### src/rtl/ballot_controller.sv
// ballot_controller: one-vote-per-ballot sequencer with timeout, spoil detection and session statistics
module ballot_controller #(
    parameter int N_CAND      = 4,
    parameter int TIMEOUT     = 1000,
    parameter int CONFIRM_CYC = 10,
    parameter int CNT_W       = 8
) (
    input  logic              clk,
    input  logic              rst,
    input  logic              poll_open,
    input  logic              issue_ballot,
    input  logic [N_CAND-1:0] valid_vote,
    output logic [N_CAND-1:0] vote_strobe,
    output logic              ballot_armed,
    output logic              confirm,
    output logic [CNT_W-1:0]  total_cnt,
    output logic [CNT_W-1:0]  spoiled_cnt,
    output logic [CNT_W-1:0]  timeout_cnt
);
    localparam int TW = $clog2(TIMEOUT);
    localparam int CW = $clog2(CONFIRM_CYC + 1);
    typedef enum logic [1:0] {CLOSED, IDLE, ARMED, CONFIRM} state_t;
    state_t        state;
    logic [TW-1:0] tmr;
    logic [CW-1:0] ccnt;
    function automatic logic [CNT_W-1:0] sat_inc(input logic [CNT_W-1:0] c);
        return c + CNT_W'(c != '1);
    endfunction
    always_ff @(posedge clk) begin
        vote_strobe <= '0;
        if (rst) begin
            state        <= CLOSED;
            tmr          <= '0;
            ccnt         <= '0;
            ballot_armed <= 1'b0;
            confirm      <= 1'b0;
            total_cnt    <= '0;
            spoiled_cnt  <= '0;
            timeout_cnt  <= '0;
        end else if (!poll_open) begin
            state        <= CLOSED;
            ballot_armed <= 1'b0;
            confirm      <= 1'b0;
        end else begin
            case (state)
                CLOSED: state <= IDLE;
                IDLE: if (issue_ballot) begin
                    state        <= ARMED;
                    ballot_armed <= 1'b1;
                    tmr          <= TW'(TIMEOUT - 1);
                end
                ARMED: if ($onehot(valid_vote)) begin
                    vote_strobe  <= valid_vote;
                    total_cnt    <= sat_inc(total_cnt);
                    state        <= CONFIRM;
                    ballot_armed <= 1'b0;
                    confirm      <= 1'b1;
                    ccnt         <= CW'(CONFIRM_CYC - 1);
                end else if (valid_vote != '0) begin
                    spoiled_cnt  <= sat_inc(spoiled_cnt);
                    state        <= IDLE;
                    ballot_armed <= 1'b0;
                end else if (tmr == '0) begin
                    timeout_cnt  <= sat_inc(timeout_cnt);
                    state        <= IDLE;
                    ballot_armed <= 1'b0;
                end else begin
                    tmr <= tmr - TW'(1);
                end
                CONFIRM: if (ccnt == '0) begin
                    state   <= IDLE;
                    confirm <= 1'b0;
                end else begin
                    ccnt <= ccnt - CW'(1);
                end
                default: state <= CLOSED;
            endcase
        end
    end
endmodule

### config.mk
export PLATFORM = sky130hd
export DESIGN_NAME = ballot_controller
export DESIGN_NICKNAME = d
export VERILOG_FILES = /design/src/rtl/ballot_controller.sv
export SDC_FILE = /design/constraint.sdc
export NUM_CORES = 1
export LEC_CHECK = 0
export ABC_AREA = 1
export CAP_MARGIN = 20
export CORE_MARGIN = 2
export CORE_UTILIZATION = 55
export CTS_CLUSTER_DIAMETER = 200
export DETAILED_ROUTE_END_ITERATION = 7
export GPL_TIMING_DRIVEN = 0
export MAX_ROUTING_LAYER = met4
export PLACE_DENSITY = 0.8
export SETUP_SLACK_MARGIN = 0.15
export SYNTH_ARGS = -nofsm -noshare
export SYNTH_HDL_FRONTEND = slang
export SYNTH_SLANG_ARGS = --single-unit
### constraint.sdc
create_clock -name clk -period 3.8 [get_ports clk]
set_clock_uncertainty 0.15 [all_clocks]
set_input_delay 0.76 -clock clk [delete_from_list [all_inputs] [get_ports clk]]
set_output_delay 0.76 -clock clk [all_outputs]
set_load 0.02 [all_outputs]
==> results of run 1 <==
[per-stage QoR]
stage	total power [mW]	instances	hold slack, ps	util, %	cell area, um^2
after detailed placement	0.6449	508	323.9	66.50	3162
after floorplan	0.6121	405	276.1	-	2718
after global routing	0.9634	515	350.2	68.18	3242
final	0.9250	515	340.4	68.18	3242
after CTS	0.9303	515	336.8	68.18	3242
after global placement	0.6415	508	295.8	66.50	3162
[layout make-up]
cell class / instances / area (um^2) / area share, %
Clock buffer: 6 / 72.57 / 2.239
Timing Repair Buffer: 36 / 360.3 / 11.12
Inverter: 63 / 236.5 / 7.294
Clock inverter: 1 / 7.507 / 0.2316
Tap cell: 67 / 83.83 / 2.586
Sequential cell: 46 / 920.9 / 28.41
Multi-Input combinational cell: 290 / 1528 / 47.12
Buffer: 6 / 32.53 / 1.003
[per-layer routing]
metal	up-vias	wire length [um]
met5	-	0
li1	1358	-
met1	1196	2583
met4	0	83
met3	8	263
met2	56	2866
[power breakdown]
part | total, mW | internal, mW | switching (mW)
logic | 0.140 | 0.0512 | 0.0885
clock network | 0.289 | 0.126 | 0.163
registers | 0.496 | 0.489 | 0.00681
total | 0.925 | 0.667 | 0.258
[sequential cells by signal (all words and copies together) (netlist names)]
| name | count |
|---|---|
| timeout_cnt | 8 |
| tmr | 10 |
| spoiled_cnt | 8 |
| ccnt | 4 |
| total_cnt | 8 |
| state | 2 |
| vote_strobe | 4 |
| ballot_armed | 1 |
| confirm | 1 |
[layout by cell type, fill, tap and decap left out, drive strengths merged]
cell type,instances
a21o,1
a21oi,33
a31oi,1
buf,3
clkbuf,9
clkdlybuf4s50,36
clkinvlp,1
dfxtp,46
fa,1
ha,17
inv,63
nand2,97
nand3,31
nand3b,2
nand4,5
nor2,63
nor3,13
o21ai,12
o21bai,1
o31ai,1
xnor2,4
xor2,8
[kinds of logic after synthesis]
logic type | synth area share, %
AOI/OAI and AO/OA | 9.623
xor gates and xnor gates | 3.867
adders and majority gates | 8.563
buffers and inverters | 9.899
DFF | 33.89
and+or+nand+nor | 34.16
[worst max-delay path, stage by stage]
cell	delay, ps
clkdlybuf4s50_1	450
inv_1	70
fa_1	530
inv_1	40
ha_1	170
ha_1	270
inv_1	70
nand2_1	50
nor2_1	210
nand3_2	200
nor2_1	230
inv_1	90
o21ai_1	160
a21oi_1	80
[worst max-delay path by stage]
stage	start	to	slack (ps)	cells after the start
2_1_floorplan	valid_vote[0]	total_cnt[4]	890	13
3_3_place_gp	valid_vote[0]	total_cnt[4]	200	14
3_5_place_dp	valid_vote[0]	total_cnt[6]	180	14
4_1_cts	valid_vote[0]	total_cnt[6]	490	14
5_1_grt	valid_vote[0]	total_cnt[6]	290	14
6_report	valid_vote[0]	total_cnt[4]	460	14
==> report_table.html, run 1 <==
<table>
<tr><th>Metric</th><th>Value</th></tr>
<tr><th colspan="2">Cells and area</th></tr>
<tr><td>Final antenna diode count</td><td>0</td></tr>
<tr><td>Fraction of layout cells with a size suffix above 1</td><td>approximately 6.3%</td></tr>
<tr><td>Final #Nets</td><td>474</td></tr>
<tr><td>Fill cell total of the finished layout</td><td>423</td></tr>
<tr><td>Growth of design area from synthesis to finish</td><td>19.29%</td></tr>
<tr><th colspan="2">Timing</th></tr>
<tr><td>Sum of negative setup slack</td><td>0 ps</td></tr>
<tr><td>Setup slack after layout</td><td>between 400 and 500 ps</td></tr>
<tr><td>Normalized max-slew margin</td><td>between 60% and 70%</td></tr>
<tr><td>Final min period</td><td>3338 ps</td></tr>
<tr><td>Portion of the clock cycle consumed by the worst path in the final layout</td><td>87.84%</td></tr>
<tr><td>Fin. Hold Viols</td><td>0</td></tr>
<tr><td>Measured slew at the worst slew-check pin</td><td>558.1 ps</td></tr>
<tr><td>Setup Viol. Count Final</td><td>0</td></tr>
<tr><td>RSZ-0062 raised after global routing</td><td>false</td></tr>
<tr><td>Number of slew-limit violations in the final report</td><td>0</td></tr>
<tr><td>Maximum clock rate</td><td>299.6 MHz</td></tr>
<tr><th colspan="2">Worst setup path</th></tr>
<tr><td>Register-to-register path setup slack</td><td>1720 ps</td></tr>
<tr><td>WP data arrival</td><td>approximately 3400 ps</td></tr>
<tr><td>Startpoint of the worst register-to-register path</td><td>timeout_cnt[3]</td></tr>
<tr><td>Length in cells of the worst reg-to-reg path</td><td>10</td></tr>
<tr><td>Nature of the critical path endpoint</td><td>flop</td></tr>
<tr><td>Type of element launching the critical path</td><td>input pin</td></tr>
<tr><td>Classification of the worst setup path</td><td>in2reg</td></tr>
<tr><td>Largest fanout on the critical path</td><td>7</td></tr>
<tr><td>Required time of the critical path</td><td>3840 ps</td></tr>
<tr><td>Terminus of the critical flop-to-flop path</td><td>timeout_cnt[4]</td></tr>
<tr><th colspan="2">Placed design</th></tr>
<tr><td>Half-perimeter wire length of the detailed placement result</td><td>4.406 mm</td></tr>
<tr><td>IO buf count</td><td>36</td></tr>
<tr><td>Gpl congestion</td><td>0.9117</td></tr>
<tr><td>Worst-case setup slack after placement</td><td>178.2 ps</td></tr>
<tr><th colspan="2">Synthesis</th></tr>
<tr><td>Synth unique cells</td><td>30</td></tr>
<tr><td>Number of storage elements in the synthesis netlist</td><td>46</td></tr>
<tr><td>Cells after Synth</td><td>405</td></tr>
<tr><td>Share of the synthesized area in the top cell type</td><td>33.89%</td></tr>
<tr><td>Cell types occupying the most area after synthesis</td><td>dfxtp_1 (34%), nand2_1 (13%), inv_1 (8.3%)</td></tr>
<tr><td>Post-Synthesis Mean Instance Area</td><td>6.710 um^2</td></tr>
<tr><td>Leading cell types by count after synthesis</td><td>nand2_1 (96), inv_1 (60), nor2_1 (56), dfxtp_1 (46), a21oi_1 (32)</td></tr>
<tr><td>Post-synth top area cell</td><td>dfxtp_1</td></tr>
<tr><td>Synthesized area</td><td>2718 um^2</td></tr>
<tr><td>Share of the yosys chip area belonging to registers</td><td>33.89%</td></tr>
<tr><td>EDFF count, synth</td><td>0</td></tr>
<tr><td>Most common cell in the netlist</td><td>nand2_1</td></tr>
<tr><td>Share of synthesized registers carrying an async set or reset</td><td>0%</td></tr>
<tr><td>Net count after synthesis</td><td>around 430</td></tr>
<tr><td>Top FF cell, synth</td><td>dfxtp_1</td></tr>
<tr><td>Number of warnings reported in the yosys synthesis log</td><td>0</td></tr>
<tr><th colspan="2">Hold path</th></tr>
<tr><td>Cell depth of the worst hold path</td><td>2</td></tr>
<tr><td>Startpoint of the most critical hold path</td><td>total_cnt[7]</td></tr>
<tr><td>Endpoint of the worst hold-timing path</td><td>total_cnt[7]</td></tr>
<tr><td>Worst hold path type</td><td>reg2reg</td></tr>
<tr><th colspan="2">Clocking</th></tr>
<tr><td>CTS tree</td><td>yes</td></tr>
<tr><td>Hold_buf cts</td><td>0</td></tr>
<tr><td>Clock tree root driver cell</td><td>clkbuf_8</td></tr>
<tr><td>Clock sink count</td><td>46</td></tr>
<tr><td>Clock buffers created by TritonCTS</td><td>5</td></tr>
<tr><td>Setup Fix Bufs, Post-CTS</td><td>0</td></tr>
<tr><td>Later-pin clock latency in the skew report</td><td>300 ps</td></tr>
<tr><td>Clock transition at the registers of the reported paths</td><td>80 ps</td></tr>
<tr><td># resized after CTS</td><td>0</td></tr>
<tr><td>Clock H-tree levels</td><td>2</td></tr>
<tr><td>Maximum clock insertion buffer count</td><td>2</td></tr>
<tr><th colspan="2">Power and ir drop</th></tr>
<tr><td>Leakage power of the design</td><td>roughly 1.4 nW</td></tr>
<tr><td>Power per unit of standard cell area</td><td>285.3 nW/um^2</td></tr>
<tr><td>Maximum vdd drop</td><td>0.2484 mV</td></tr>
<tr><th colspan="2">Global routing</th></tr>
<tr><td>Routing layer with the top usage in global route</td><td>met2</td></tr>
<tr><td>Met1 demand-to-capacity share in global routing</td><td>27.67%</td></tr>
<tr><td>Global-route total usage across every layer</td><td>roughly 23%</td></tr>
<tr><td>Total overflow reported by the global router</td><td>0</td></tr>
<tr><td>Via count of the first global-routing pass</td><td>2340</td></tr>
<tr><td>GR Util met2</td><td>39.48%</td></tr>
<tr><td>Number of antenna violations at the first check in global routing</td><td>0</td></tr>
<tr><td>GRT met3 Usage</td><td>under 10%</td></tr>
<tr><td>Global-route wire length before repair</td><td>between 9 and 10 mm</td></tr>
<tr><td>Pin count of the biggest net entering global routing</td><td>14</td></tr>
<tr><th colspan="2">Job</th></tr>
<tr><td>Max cap viols</td><td>0</td></tr>
<tr><th colspan="2">Routing</th></tr>
<tr><td>Detailed-route vias per instance</td><td>5.083</td></tr>
<tr><td>Routed Antenna Nets</td><td>0</td></tr>
<tr><td>Overall routed net length</td><td>5.796 mm</td></tr>
<tr><td>Detailed-route DRC error count</td><td>0</td></tr>
<tr><td>Drt first-iter violations</td><td>141</td></tr>
<tr><td>Detailed-route wire length per cell</td><td>11.25 um</td></tr>
<tr><td>Routed vias</td><td>2618</td></tr>
<tr><td>Number of search-and-repair iterations in the first detailed-routing pass</td><td>4</td></tr>
<tr><th colspan="2">Die</th></tr>
<tr><td>Die Area</td><td>5519 um^2</td></tr>
<tr><td>Initial core utilization</td><td>57.16%</td></tr>
<tr><td>Number of rows created at floorplan</td><td>25</td></tr>
<tr><td>Width of the die</td><td>around 74 um</td></tr>
<tr><td>Core Area</td><td>~4800 um^2</td></tr>
<tr><td>Die height</td><td>74.29 um</td></tr>
<tr><td>Top Ports</td><td>38</td></tr>
<tr><th colspan="2">Run status</th></tr>
<tr><td>Status</td><td>finished, final reports clean</td></tr>
</table>
Note: power is estimated with default switching activity, not from simulation.
==> run 2, diff against run 1 <==
--- a/config.mk
+++ b/config.mk
@@ -7,13 +7,15 @@
 export LEC_CHECK = 0
 export ABC_AREA = 1
 export CAP_MARGIN = 20
+export CELL_PAD_IN_SITES_DETAIL_PLACEMENT = 0
+export CELL_PAD_IN_SITES_GLOBAL_PLACEMENT = 2
 export CORE_MARGIN = 2
-export CORE_UTILIZATION = 55
+export CORE_UTILIZATION = 30
 export CTS_CLUSTER_DIAMETER = 200
 export DETAILED_ROUTE_END_ITERATION = 7
 export GPL_TIMING_DRIVEN = 0
 export MAX_ROUTING_LAYER = met4
-export PLACE_DENSITY = 0.8
+export PLACE_DENSITY_LB_ADDON = 0.1
 export SETUP_SLACK_MARGIN = 0.15
 export SYNTH_ARGS = -nofsm -noshare
 export SYNTH_HDL_FRONTEND = slang
==> run 2 against run 1 <==
Combinational power hardly changed. Final cell count is 8.0% higher. Largest power group unchanged. Highest routed layer unchanged. Non-clock buffer count did not move. Largest cell class unchanged.
==> report_table.html, run 2 (same netlist as run 1, synthesis figures left out) <==
<table>
<tr><th>Metric</th><th>Value</th></tr>
<tr><th colspan="2">Run status</th></tr>
<tr><td>Status</td><td>finished, final reports clean</td></tr>
<tr><th colspan="2">Clocking</th></tr>
<tr><td># resized after CTS</td><td>0</td></tr>
<tr><td>Clock tree root driver cell</td><td>clkbuf_8</td></tr>
<tr><td>Later-pin clock latency in the skew report</td><td>290 ps</td></tr>
<tr><td>Maximum clock insertion buffer count</td><td>2</td></tr>
<tr><td>Setup Fix Bufs, Post-CTS</td><td>0</td></tr>
<tr><td>Clock transition at the registers of the reported paths</td><td>90 ps</td></tr>
<tr><td>Clock H-tree levels</td><td>2</td></tr>
<tr><td>Clock sink count</td><td>46</td></tr>
<tr><td>Hold_buf cts</td><td>0</td></tr>
<tr><td>Clock buffers created by TritonCTS</td><td>5</td></tr>
<tr><td>CTS tree</td><td>yes</td></tr>
<tr><th colspan="2">Timing</th></tr>
<tr><td>Fin. Hold Viols</td><td>0</td></tr>
<tr><td>Measured slew at the worst slew-check pin</td><td>573.3 ps</td></tr>
<tr><td>Number of slew-limit violations in the final report</td><td>0</td></tr>
<tr><td>RSZ-0062 raised after global routing</td><td>false</td></tr>
<tr><td>Sum of negative setup slack</td><td>0 ps</td></tr>
<tr><td>Maximum clock rate</td><td>around 300 MHz</td></tr>
<tr><td>Final min period</td><td>3355 ps</td></tr>
<tr><td>Portion of the clock cycle consumed by the worst path in the final layout</td><td>88.28%</td></tr>
<tr><td>Normalized max-slew margin</td><td>61.78%</td></tr>
<tr><td>Setup Viol. Count Final</td><td>0</td></tr>
<tr><td>Final-layout worst hold slack</td><td>316.0 ps</td></tr>
<tr><th colspan="2">Routing</th></tr>
<tr><td>Number of search-and-repair iterations in the first detailed-routing pass</td><td>4</td></tr>
<tr><td>Detailed-route vias per instance</td><td>4.498</td></tr>
<tr><td>Routed Antenna Nets</td><td>0</td></tr>
<tr><td>Detailed-route DRC error count</td><td>0</td></tr>
<tr><td>Routed vias</td><td>2501</td></tr>
<tr><td>Detailed-route wire length per cell</td><td>about 12 um</td></tr>
<tr><td>Drt first-iter violations</td><td>74</td></tr>
<tr><td>Overall routed net length</td><td>6.651 mm</td></tr>
<tr><th colspan="2">Placed design</th></tr>
<tr><td>Half-perimeter wire length of the detailed placement result</td><td>5.137 mm</td></tr>
<tr><td>Gpl congestion</td><td>just over 0.8</td></tr>
<tr><td>IO buf count</td><td>36</td></tr>
<tr><th colspan="2">Global routing</th></tr>
<tr><td>Global-route wire length before repair</td><td>11.63 mm</td></tr>
<tr><td>Total overflow reported by the global router</td><td>0</td></tr>
<tr><td>Via count of the first global-routing pass</td><td>around 2.4k</td></tr>
<tr><td>Global-route total usage across every layer</td><td>14.79%</td></tr>
<tr><td>Pin count of the biggest net entering global routing</td><td>14</td></tr>
<tr><td>Number of antenna violations at the first check in global routing</td><td>0</td></tr>
<tr><th colspan="2">Die</th></tr>
<tr><td>Initial core utilization</td><td>between 30% and 40%</td></tr>
<tr><td>Die Area</td><td>9836 um^2</td></tr>
<tr><td>Top Ports</td><td>38</td></tr>
<tr><td>Die height</td><td>99.18 um</td></tr>
<tr><td>Number of rows created at floorplan</td><td>34</td></tr>
<tr><td>Core Area</td><td>8763 um^2</td></tr>
<tr><td>Width of the die</td><td>99.18 um</td></tr>
<tr><th colspan="2">Cells and area</th></tr>
<tr><td>Most used cells in the layout excluding fill and tap cells</td><td>nand2_1 (96), inv_1 (60), nor2_1 (56)</td></tr>
<tr><td>Final antenna diode count</td><td>0</td></tr>
<tr><td>Growth of design area from synthesis to finish</td><td>21.13%</td></tr>
<tr><td>Register ranked first by flip-flop count</td><td>tmr</td></tr>
<tr><td>Final #Nets</td><td>between 400 and 500</td></tr>
<tr><td>Fraction of layout cells with a size suffix above 1</td><td>6.473%</td></tr>
<tr><td>Commonest non-fill, non-tap cell in the layout</td><td>nand2_1</td></tr>
<tr><td>Max FFs per register</td><td>10</td></tr>
<tr><td>Final Core Density</td><td>37.56%</td></tr>
<tr><th colspan="2">Worst setup path</th></tr>
<tr><td>WP data arrival</td><td>3390 ps</td></tr>
<tr><td>Nature of the critical path endpoint</td><td>flop</td></tr>
<tr><td>Startpoint of the worst register-to-register path</td><td>timeout_cnt[3]</td></tr>
<tr><td>Required time of the critical path</td><td>3830 ps</td></tr>
<tr><td>Type of element launching the critical path</td><td>input pin</td></tr>
<tr><td>Terminus of the critical flop-to-flop path</td><td>timeout_cnt[4]</td></tr>
<tr><td>Largest fanout on the critical path</td><td>7</td></tr>
<tr><td>Length in cells of the worst reg-to-reg path</td><td>10</td></tr>
<tr><td>Register-to-register path setup slack</td><td>1720 ps</td></tr>
<tr><td>Classification of the worst setup path</td><td>in2reg</td></tr>
<tr><th colspan="2">Hold path</th></tr>
<tr><td>Startpoint of the most critical hold path</td><td>tmr[0]</td></tr>
<tr><td>Cell depth of the worst hold path</td><td>1</td></tr>
<tr><td>Worst hold path type</td><td>reg2reg</td></tr>
<tr><td>Endpoint of the worst hold-timing path</td><td>tmr[0]</td></tr>
<tr><th colspan="2">Power and ir drop</th></tr>
<tr><td>Power per unit of standard cell area</td><td>283.3 nW/um^2</td></tr>
<tr><td>Leakage power of the design</td><td>between 1 and 1.5 nW</td></tr>
<tr><td>Maximum vdd drop</td><td>0.1219 mV</td></tr>
<tr><th colspan="2">Job</th></tr>
<tr><td>Max cap viols</td><td>0</td></tr>
</table>
run 2: cell types whose count changed in the layout (fill, tap and decap cells not counted):
cell	change
clkinvlp_4	-1
clkinv_2	+2
clkbuf_1	-1
run 2: cell type report:
type / instances / area (um^2)
Fill cell: 963 / 5472
Multi-Input combinational cell: 290 / 1528
Sequential cell: 46 / 920.9
Timing Repair Buffer: 36 / 360.3
Inverter: 63 / 236.5
Tap cell: 108 / 135.1
Clock buffer: 5 / 68.82
Buffer: 6 / 32.53
Clock inverter: 2 / 10.01
run 2: per-stage QoR:
stage	cell area (um^2)	worst slack, ps	power (mW)	cells
floorplan	2718	888.9	0.6121	405
global placement	3213	112.6	0.6504	549
detailed placement	3213	112.4	0.6517	549
CTS	3292	443.6	0.9548	556
global route	3292	150.5	0.9927	556
finish	3292	445.4	0.9324	556
run 2: how the worst max path moves through the flow:
| stage | start | slack (ps) | cells past startpoint | end |
|---|---|---|---|---|
| detailed placement | valid_vote[0] | 110 | 14 | total_cnt[4] |
| finish | valid_vote[0] | 450 | 14 | total_cnt[4] |
| global route | valid_vote[0] | 150 | 14 | total_cnt[6] |
| floorplan | valid_vote[0] | 890 | 13 | total_cnt[4] |
| CTS | valid_vote[0] | 440 | 14 | total_cnt[4] |
| global placement | valid_vote[0] | 110 | 14 | total_cnt[4] |
run 2: report_power, final:
group	total [mW]	switching [mW]	internal (mW)	leakage, nW
clock network	0.294	0.170	0.124	0.0438
registers	0.496	0.00696	0.489	0.372
logic	0.142	0.0907	0.0511	0.986
run 2: layer usage:
metal / global-route usage [%] / wire length [um] / vias to the layer above
li1: - / - / 1361
met1: 20.34 / 3342 / 1109
met2: 23.23 / 3092 / 29
met3: 2.600 / 187 / 2
met4: 2.529 / 28 / 0
met5: - / 0 / -
run 2: critical path, stage by stage:
cell             delay [ps]
clkdlybuf4s50_1         450
inv_1                    80
fa_1                    540
inv_1                    40
ha_1                    170
ha_1                    260
inv_1                    70
nand2_1                  50
nor2_1                  200
nand3_2                 200
nor2_1                  230
inv_1                    80
o21ai_1                 180
a21oi_1                  90
